===== config.mk =====
export PLATFORM = sky130hd
export DESIGN_NAME = mem_port_arbiter
export DESIGN_NICKNAME = d
export VERILOG_FILES = /design/src/rtl/ctrl_pkg.sv /design/src/rtl/mem_lat_cnt.sv /design/src/rtl/mem_port_arbiter.sv
export SDC_FILE = /design/constraint.sdc
export NUM_CORES = 1
export LEC_CHECK = 0
export ABC_AREA = 1
export CAP_MARGIN = 20
export CORE_MARGIN = 10
export CORE_UTILIZATION = 42
export CTS_BUF_LIST = sky130_fd_sc_hd__clkbuf_4 sky130_fd_sc_hd__clkbuf_8
export DETAILED_ROUTE_END_ITERATION = 8
export GPL_TIMING_DRIVEN = 1
export PLACE_DENSITY = 0.78
export RECOVER_POWER = 25
export SYNTH_ARGS = -nofsm -noshare
export SYNTH_HDL_FRONTEND = slang
export SYNTH_SLANG_ARGS = --single-unit

===== constraint.sdc =====
create_clock -name CLK -period 2.1 [get_ports CLK]
set_clock_uncertainty 0.2 [all_clocks]
set_input_delay 0.42 -clock CLK [delete_from_list [all_inputs] [get_ports CLK]]
set_output_delay 0.42 -clock CLK [all_outputs]
set_load 0.02 [all_outputs]

===== src/rtl/ctrl_pkg.sv =====
`default_nettype none
// ============================================================================
// ctrl_pkg : shared encodings for the memory port arbiter
// Rev 1.0
// ============================================================================
package ctrl_pkg;

    localparam int DEF_AW = 8;
    localparam int DEF_DW = 16;
    localparam int CNT_W  = 4;

    typedef enum logic [1:0] {
        IDLE   = 2'd0,
        ACCESS = 2'd1,
        WAIT   = 2'd2,
        RSP    = 2'd3
    } state_t;

    localparam logic OWN_IF = 1'b0;
    localparam logic OWN_LS = 1'b1;

endpackage
`default_nettype wire


===== src/rtl/mem_lat_cnt.sv =====
`default_nettype none
// ============================================================================
// mem_lat_cnt : loadable down-counter with zero flag, times the read latency
// Rev 1.0
// ============================================================================
module mem_lat_cnt
    import ctrl_pkg::*;
#(
    parameter int W = CNT_W
) (
    input  logic         CLK,
    input  logic         RST_F,
    input  logic         load,
    input  logic [W-1:0] load_val,
    input  logic         dec,
    output logic         zero
);

    logic [W-1:0] r_count;

    always_ff @(posedge CLK or negedge RST_F) begin
        if (!RST_F) begin
            r_count <= '0;
        end else if (load) begin
            r_count <= load_val;
        end else if (dec && (r_count != '0)) begin
            r_count <= r_count - 1'b1;
        end
    end

    assign zero = (r_count == '0);

endmodule
`default_nettype wire


===== src/rtl/mem_port_arbiter.sv =====
`default_nettype none
// ============================================================================
// mem_port_arbiter : IF/LS request arbiter for the single-port unified memory
// Option macro MEM_ARB_RR_EN selects round-robin tie-breaking.   Rev 1.0
// ============================================================================
module mem_port_arbiter
    import ctrl_pkg::*;
#(
    parameter int AW      = DEF_AW,
    parameter int DW      = DEF_DW,
    parameter int MEM_LAT = 2
) (
    input  logic          CLK,
    input  logic          RST_F,
    input  logic          IF_REQ,
    input  logic [AW-1:0] IF_ADDR,
    output logic          IF_ACK,
    output logic [DW-1:0] IF_RDATA,
    input  logic          LS_REQ,
    input  logic          LS_WE,
    input  logic [AW-1:0] LS_ADDR,
    input  logic [DW-1:0] LS_WDATA,
    output logic          LS_ACK,
    output logic [DW-1:0] LS_RDATA,
    output logic          MEM_EN,
    output logic          MEM_WE,
    output logic [AW-1:0] MEM_ADDR,
    output logic [DW-1:0] MEM_WDATA,
    input  logic [DW-1:0] MEM_RDATA,
    output logic          BUSY,
    output logic          OWNER
);

    localparam logic [CNT_W-1:0] C_LAT_LOAD = CNT_W'(MEM_LAT - 1);

    state_t r_state;
    state_t w_state_nxt;
    logic   r_last_served;
    logic   r_after_rsp;
    logic   w_if_elig;
    logic   w_ls_elig;
    logic   w_grant;
    logic   w_grant_ls;
    logic   w_take;
    logic   w_cnt_load;
    logic   w_cnt_dec;
    logic   w_cnt_zero;
    logic   w_capture;
    logic   w_to_rsp;

    // The requester served in the previous RSP is masked for one IDLE cycle
    always_comb begin
        w_if_elig = IF_REQ && !(r_after_rsp && (r_last_served == OWN_IF));
        w_ls_elig = LS_REQ && !(r_after_rsp && (r_last_served == OWN_LS));
        w_grant   = w_if_elig || w_ls_elig;
`ifdef MEM_ARB_RR_EN
        w_grant_ls = w_ls_elig && (!w_if_elig || (r_last_served == OWN_IF));
`else
        w_grant_ls = w_ls_elig;
`endif
    end

    always_ff @(posedge CLK or negedge RST_F) begin
        if (!RST_F) begin
            r_state <= IDLE;
        end else begin
            r_state <= w_state_nxt;
        end
    end

    always_comb begin
        w_state_nxt = r_state;
        w_cnt_load  = 1'b0;
        w_cnt_dec   = 1'b0;
        w_capture   = 1'b0;
        case (r_state)
            IDLE: begin
                if (w_grant) w_state_nxt = ACCESS;
            end
            ACCESS: begin
                if (MEM_WE) begin
                    w_state_nxt = RSP;
                end else begin
                    w_cnt_load  = 1'b1;
                    w_state_nxt = WAIT;
                end
            end
            WAIT: begin
                if (w_cnt_zero) begin
                    w_capture   = 1'b1;
                    w_state_nxt = RSP;
                end else begin
                    w_cnt_dec = 1'b1;
                end
            end
            RSP:     w_state_nxt = IDLE;
            default: w_state_nxt = IDLE;
        endcase
        w_take   = (r_state == IDLE) && w_grant;
        w_to_rsp = (w_state_nxt == RSP);
    end

    mem_lat_cnt #(.W(CNT_W)) u_lat_cnt (
        .CLK      (CLK),
        .RST_F    (RST_F),
        .load     (w_cnt_load),
        .load_val (C_LAT_LOAD),
        .dec      (w_cnt_dec),
        .zero     (w_cnt_zero)
    );

    // Outputs are registered from next-state values so they line up with r_state
    always_ff @(posedge CLK or negedge RST_F) begin
        if (!RST_F) begin
            IF_ACK        <= 1'b0;
            LS_ACK        <= 1'b0;
            IF_RDATA      <= '0;
            LS_RDATA      <= '0;
            MEM_EN        <= 1'b0;
            MEM_WE        <= 1'b0;
            MEM_ADDR      <= '0;
            MEM_WDATA     <= '0;
            BUSY          <= 1'b0;
            OWNER         <= OWN_IF;
            r_last_served <= OWN_IF;
            r_after_rsp   <= 1'b0;
        end else begin
            r_after_rsp <= (r_state == RSP);
            if (r_state == RSP) r_last_served <= OWNER;

            MEM_EN <= w_take;
            if (w_take) begin
                OWNER     <= w_grant_ls;
                MEM_WE    <= w_grant_ls && LS_WE;
                MEM_ADDR  <= w_grant_ls ? LS_ADDR : IF_ADDR;
                MEM_WDATA <= w_grant_ls ? LS_WDATA : '0;
            end else begin
                MEM_WE    <= 1'b0;
                MEM_ADDR  <= '0;
                MEM_WDATA <= '0;
            end

            IF_ACK <= w_to_rsp && (OWNER == OWN_IF);
            LS_ACK <= w_to_rsp && (OWNER == OWN_LS);
            BUSY   <= (w_state_nxt != IDLE);

            if (w_capture) begin
                if (OWNER == OWN_LS) LS_RDATA <= MEM_RDATA;
                else                 IF_RDATA <= MEM_RDATA;
            end
        end
    end

endmodule
`default_nettype wire


==> results.sh, run 1 <==
export IMPL_overflow=0
export IMPL_ys_seq_area_share_pct=60.5
export IMPL_viasPerCell=4.55
export IMPL_period_share_pct=93.9
export IMPL_synth_cell_type_count=19
export IMPL_rr_startpoint="u_lat_cnt.r_count[0]"
export IMPL_worst_r2r_endpoint="IF_RDATA[15]"
export IMPL_dpl_cell_area_sq_um=4090
export IMPL_layout_common_cells="clkdlybuf4s50_1, nand2_1, dfrtp_1, inv_1, o21ai_2"
export IMPL_dp_hpwl_mm=5.35
export IMPL_r2r_slack_ns=0.22
export IMPL_grt_pass1_vias=2333
export IMPL_p_leak_nw=2.13
export IMPL_hold_ws_ns=0.278
export IMPL_cts_root_buf="clkbuf_8"
export IMPL_cts_buffers=9
export IMPL_grt_max_degree=71
export IMPL_netlist_area_sq_um=2890
export IMPL_area_delta_synth_final_pct=48.5
export IMPL_io_buffers=114
export IMPL_path_depth=1
export IMPL_chipHeight_um=103
export IMPL_grt_setup_unrepaired="false"
export IMPL_cp_slowest_cell="clkdlybuf4s50_1"
export IMPL_min_delay_start="u_lat_cnt.r_count[0]"
export IMPL_avgSynthCellArea_sq_um=10.1
export IMPL_cts_resized=0
export IMPL_coreArea_sq_um=6760
export IMPL_stdcell_count=491
export IMPL_whs_path_depth=2
export IMPL_finalPower_mw=6.20
export IMPL_hold_class="flop to flop"
export IMPL_diodes=0
export IMPL_worstPathRequired_ns=1.48
export IMPL_path_clk_slew_ns=0.07
export IMPL_yosys_warnings=0
export IMPL_relSlewSlack_pct=37.7
export IMPL_drt_pass1_iter_count=4
export IMPL_first_iter_violations=129
export IMPL_timing_final_ws_setup_ns=0.129
export IMPL_cp_max_fo=3
export IMPL_insertion_delay_ns=0.34
export IMPL_cts_sinks=70
export IMPL_tns_ns=0
export IMPL_drive_above_1_share_pct=14.6
export IMPL_ios=115
export IMPL_final_antenna_net_count=0
export IMPL_ir_drop_v=0.000687
export IMPL_dieArea_sq_um=10600
export IMPL_setup_viol=0
export IMPL_initial_utilization_pct=42.8
export IMPL_end_kind="primary output"
export IMPL_cts_setup_buffers=0
export IMPL_crit_family="buffers and inverters"
export IMPL_antenna_found_initial=0
export IMPL_nets=466
export IMPL_worstMarginPinSlew_ns=0.935
export IMPL_fmax_mhz=507
export IMPL_path_buf_inv=1
export IMPL_power_density_nw_per_um2=1440
export IMPL_drc=0
export IMPL_synth_cells=286
export IMPL_cp_data_arrival_time_ns=1.35
export IMPL_row_count=30
export IMPL_startpoint_type="flop"
export IMPL_cts_buffer_depth=2
export IMPL_cts_hold_buffers=1
export IMPL_period_needed_ns=1.97
export IMPL_cpPeakStageDelay_ns=0.64
export IMPL_vias=2236
export IMPL_whs_endpoint="u_lat_cnt.r_count[0]"
export IMPL_final_hold_viol_count=0
export IMPL_cts_htree_levels=3
export IMPL_final_cell_area_sq_um=4300
export IMPL_dpl_worst_slack_ns=0.221
export IMPL_slew_viol_final=0
export IMPL_avgRoutedWirePerCell_um=14.3
export IMPL_tritoncts="built"
export IMPL_final_common_cell="clkdlybuf4s50_1"
export IMPL_synth_seq_cells=70
export IMPL_maxCapViolations=0
export IMPL_placed_cells=475
export IMPL_path_cells="clkdlybuf4s50_1"
export IMPL_die_w_um=103
export IMPL_place_congestion=0.701
export IMPL_critPathKind="flop to primary output"
export IMPL_status="finished, final reports clean"
export IMPL_synth_fp_nets=345
export IMPL_grt_pass1_wl_mm=11.1
export IMPL_utilization_pct=63.6
export IMPL_reg2reg_depth=7
export IMPL_finalWirelength_mm=7.04
export IMPL_grt_usage_pct=13.5
final cells by class:
type	instances	area, sq um
multi-input cells	160	881
repair buffers	119	1180
clock inverters	6	86.3
well taps	80	100
clock buffers	9	124
inverters	47	179
flip-flops and latches	70	1750
fillers	592	2460
layer usage:
metal,wire length (um),vias up,GRT usage (%)
met4,73,0,5.45
met2,3390,76,21.5
met1,2750,1044,14.4
li1,-,1111,-
met5,0,-,0
met3,831,5,7.77
state kept, by name (all words and copies together) (netlist names):
signal	flops
r_state	2
MEM_WDATA	16
LS_ACK	1
MEM_ADDR	8
LS_RDATA	16
OWNER	1
r_after_rsp	1
BUSY	1
r_last_served	1
MEM_WE	1
IF_ACK	1
MEM_EN	1
u_lat_cnt.r_count	4
IF_RDATA	16
worst max path at each step:
stage,from,endpoint,slack (ns)
6_report,MEM_WE,MEM_WE,0.13
4_1_cts,MEM_WE,MEM_WE,0.11
2_1_floorplan,r_state[0],LS_RDATA[3],0.57
3_3_place_gp,r_state[0],IF_RDATA[1],0.28
5_1_grt,u_lat_cnt.r_count[0],IF_RDATA[3],0.05
3_5_place_dp,r_state[0],IF_RDATA[4],0.22
synthesized netlist by cell type (all sizes together):
cell / instances / share of area (%)
a21oi: 8 / 1.4
nor2: 24 / 3.2
a31oi: 1 / 0.22
buf: 9 / 2.9
o21ai: 34 / 10
nand3: 9 / 2.4
dfrtp: 70 / 61
ha: 6 / 2.6
nand3b: 1 / 0.26
nand4: 1 / 0.22
nand2: 76 / 10
inv: 47 / 6.2
where the power goes:
group | total [mW] | internal [mW] | switching (mW)
Combinational | 2.91 | 1.30 | 1.61
Sequential | 2.12 | 1.86 | 0.262
Clock | 1.17 | 0.662 | 0.504
Total | 6.20 | 3.82 | 2.38
tightest hold or removal path: cells and delay by family, from the launching register on:
| family | cells | cell delay (ns) |
|---|---|---|
| AND/OR/NAND/NOR | 2 | 0.11 |
| flip-flops | 1 | 0.34 |
cells by family after synthesis:
| group | share of synthesized area (%) |
|---|---|
| AOI/OAI and AO/OA | 11.6 |
| adders and majority gates | 2.59 |
| buffers and inverters | 9.04 |
| DFF | 60.5 |
| and+or+nand+nor | 16.2 |
No activity file was read; power rests on OpenSTA's default activity.
==> run 2, diff against run 1 <==
- CELL_PAD_IN_SITES_DETAIL_PLACEMENT: default -> 0
- CELL_PAD_IN_SITES_GLOBAL_PLACEMENT: default -> 1
- CORE_UTILIZATION: 42 -> 32
- CTS_BUF_LIST: sky130_fd_sc_hd__clkbuf_4 sky130_fd_sc_hd__clkbuf_8 -> sky130_fd_sc_hd__clkbuf_16
- PLACE_DENSITY: 0.78 -> default
- PLACE_DENSITY_LB_ADDON: default -> 0.1
==> results.sh, run 2 (synthesized netlist as in run 1, its figures left out) <==
export IMPL_status="finished, final reports clean"
export IMPL_setup_viol=0
export IMPL_cpPeakStageDelay_ns=0.62
export IMPL_avgRoutedWirePerCell_um=14.3
export IMPL_cts_sinks=70
export IMPL_startpoint_type="flop"
export IMPL_cp_max_fo=3
export IMPL_min_delay_start="IF_RDATA[3]"
export IMPL_cp_data_arrival_time_ns=1.32
export IMPL_slew_viol_final=0
export IMPL_reg_top3="IF_RDATA x16, LS_RDATA x16, MEM_WDATA x16"
export IMPL_startpoint="MEM_WE"
export IMPL_grt_usage_pct=11.6
export IMPL_row_count=34
export IMPL_fmax_mhz=515
export IMPL_worstMarginPinSlew_ns=0.610
export IMPL_maxCapViolations=0
export IMPL_drt_pass1_iter_count=4
export IMPL_io_buffers=114
export IMPL_antenna_found_initial=0
export IMPL_path_clk_slew_ns=0.06
export IMPL_initial_utilization_pct=33.0
export IMPL_nets=467
export IMPL_drc=0
export IMPL_cts_buffers=9
export IMPL_chipHeight_um=115
export IMPL_finalWirelength_mm=7.43
export IMPL_grt_pass1_vias=2381
export IMPL_diodes=0
export IMPL_cts_htree_levels=3
export IMPL_place_congestion=0.739
export IMPL_cp_slowest_cell="clkdlybuf4s50_1"
export IMPL_overflow=0
export IMPL_dp_hpwl_mm=5.56
export IMPL_layout_common_cells="clkdlybuf4s50_1, nand2_1, dfrtp_1, inv_1, o21ai_2"
export IMPL_viasPerCell=4.25
export IMPL_grt_max_degree=50
export IMPL_ir_drop_v=0.000505
export IMPL_area_delta_synth_final_pct=56.9
export IMPL_relSlewSlack_pct=59.3
export IMPL_path_buf_inv=1
export IMPL_cts_setup_buffers=0
export IMPL_die_w_um=115
export IMPL_p_leak_nw=2.23
export IMPL_drive_above_1_share_pct=14.8
export IMPL_tritoncts="built"
export IMPL_ios=115
export IMPL_cts_root_buf="clkbuf_16"
export IMPL_dieArea_sq_um=13200
export IMPL_power_density_nw_per_um2=1540
export IMPL_final_common_cell="clkdlybuf4s50_1"
export IMPL_grt_setup_unrepaired="false"
export IMPL_cts_buffer_depth=2
export IMPL_tns_ns=0
export IMPL_period_needed_ns=1.94
export IMPL_end_kind="primary output"
export IMPL_crit_family="buffers and inverters"
export IMPL_insertion_delay_ns=0.33
export IMPL_rr_startpoint="r_state[0]"
export IMPL_r2r_slack_ns=0.27
export IMPL_coreArea_sq_um=8760
export IMPL_hold_class="flop to flop"
export IMPL_final_antenna_net_count=0
export IMPL_first_iter_violations=75
export IMPL_worstPathRequired_ns=1.48
export IMPL_vias=2212
export IMPL_hold_ws_ns=0.278
export IMPL_path_cells="clkdlybuf4s50_1"
export IMPL_final_hold_viol_count=0
export IMPL_period_share_pct=92.4
export IMPL_critPathKind="flop to primary output"
export IMPL_grt_pass1_wl_mm=12.1
## run 2: cell count changes in the layout (fill, tap and decap cells not counted)
cell / change
clkbuf_16: +9
clkbuf_8: -9
bufinv_16: +3
buf_12: +2
clkinv_2: -2
buf_2: -1
clkbuf_2: +1
clkbuf_4: -1
inv_1: +1
inv_6: -1
## run 2: report_power, final
part	internal (mW)	switching (mW)	total (mW)
clock network	1.40	0.567	1.96
registers	1.87	0.263	2.13
logic	1.31	1.61	2.91
## run 2: path summary, 6_finish.rpt
kind / depth (start not counted) / endpoint
min in group asynchronous: 2 / LS_RDATA[8]
hold reg to reg: 2 / IF_RDATA[3]
setup reg to reg: 6 / IF_RDATA[15]
max in group asynchronous: 3 / MEM_WDATA[0]
setup / recovery: 1 / MEM_WE
hold / removal: 2 / IF_RDATA[3]
## run 2: layer usage
layer	up-vias	track usage, %	wire (um)
met3	11	8.44	1190
met5	-	0	0
met1	978	14.0	3200
met2	101	15.3	2940
met4	0	4.95	92
li1	1122	-	-
## run 2: cell type report
class	count	area, sq um
inverters	47	179
clock buffers	9	225
multi-input cells	160	881
flip-flops and latches	70	1750
clock inverters	7	161
repair buffers	120	1210
well taps	108	135
fillers	815	4220
## run 2: stage by stage
stage	std cells	worst slack (ns)	utilization (%)	area (sq um)	total power, mW
floorplan	286	0.574	-	2890	3.80
global placement	504	0.282	47.3	4150	5.10
detailed placement	504	0.234	47.3	4150	5.12
CTS	521	0.125	51.9	4540	7.13
global route	521	0.0889	51.8	4540	7.48
finish	521	0.159	51.8	4540	7.01
## run 2: what timing repair did
item,in CTS,in global routing
hold endpoints to repair,21,0
resized for setup,0,0
hold buffers,1,0
==> run 3, diff against run 2 <==
- HOLD_SLACK_MARGIN: default -> 0.12
==> results of run 3 <==
Final layout, timing and power as in run 2 (identical DEF).
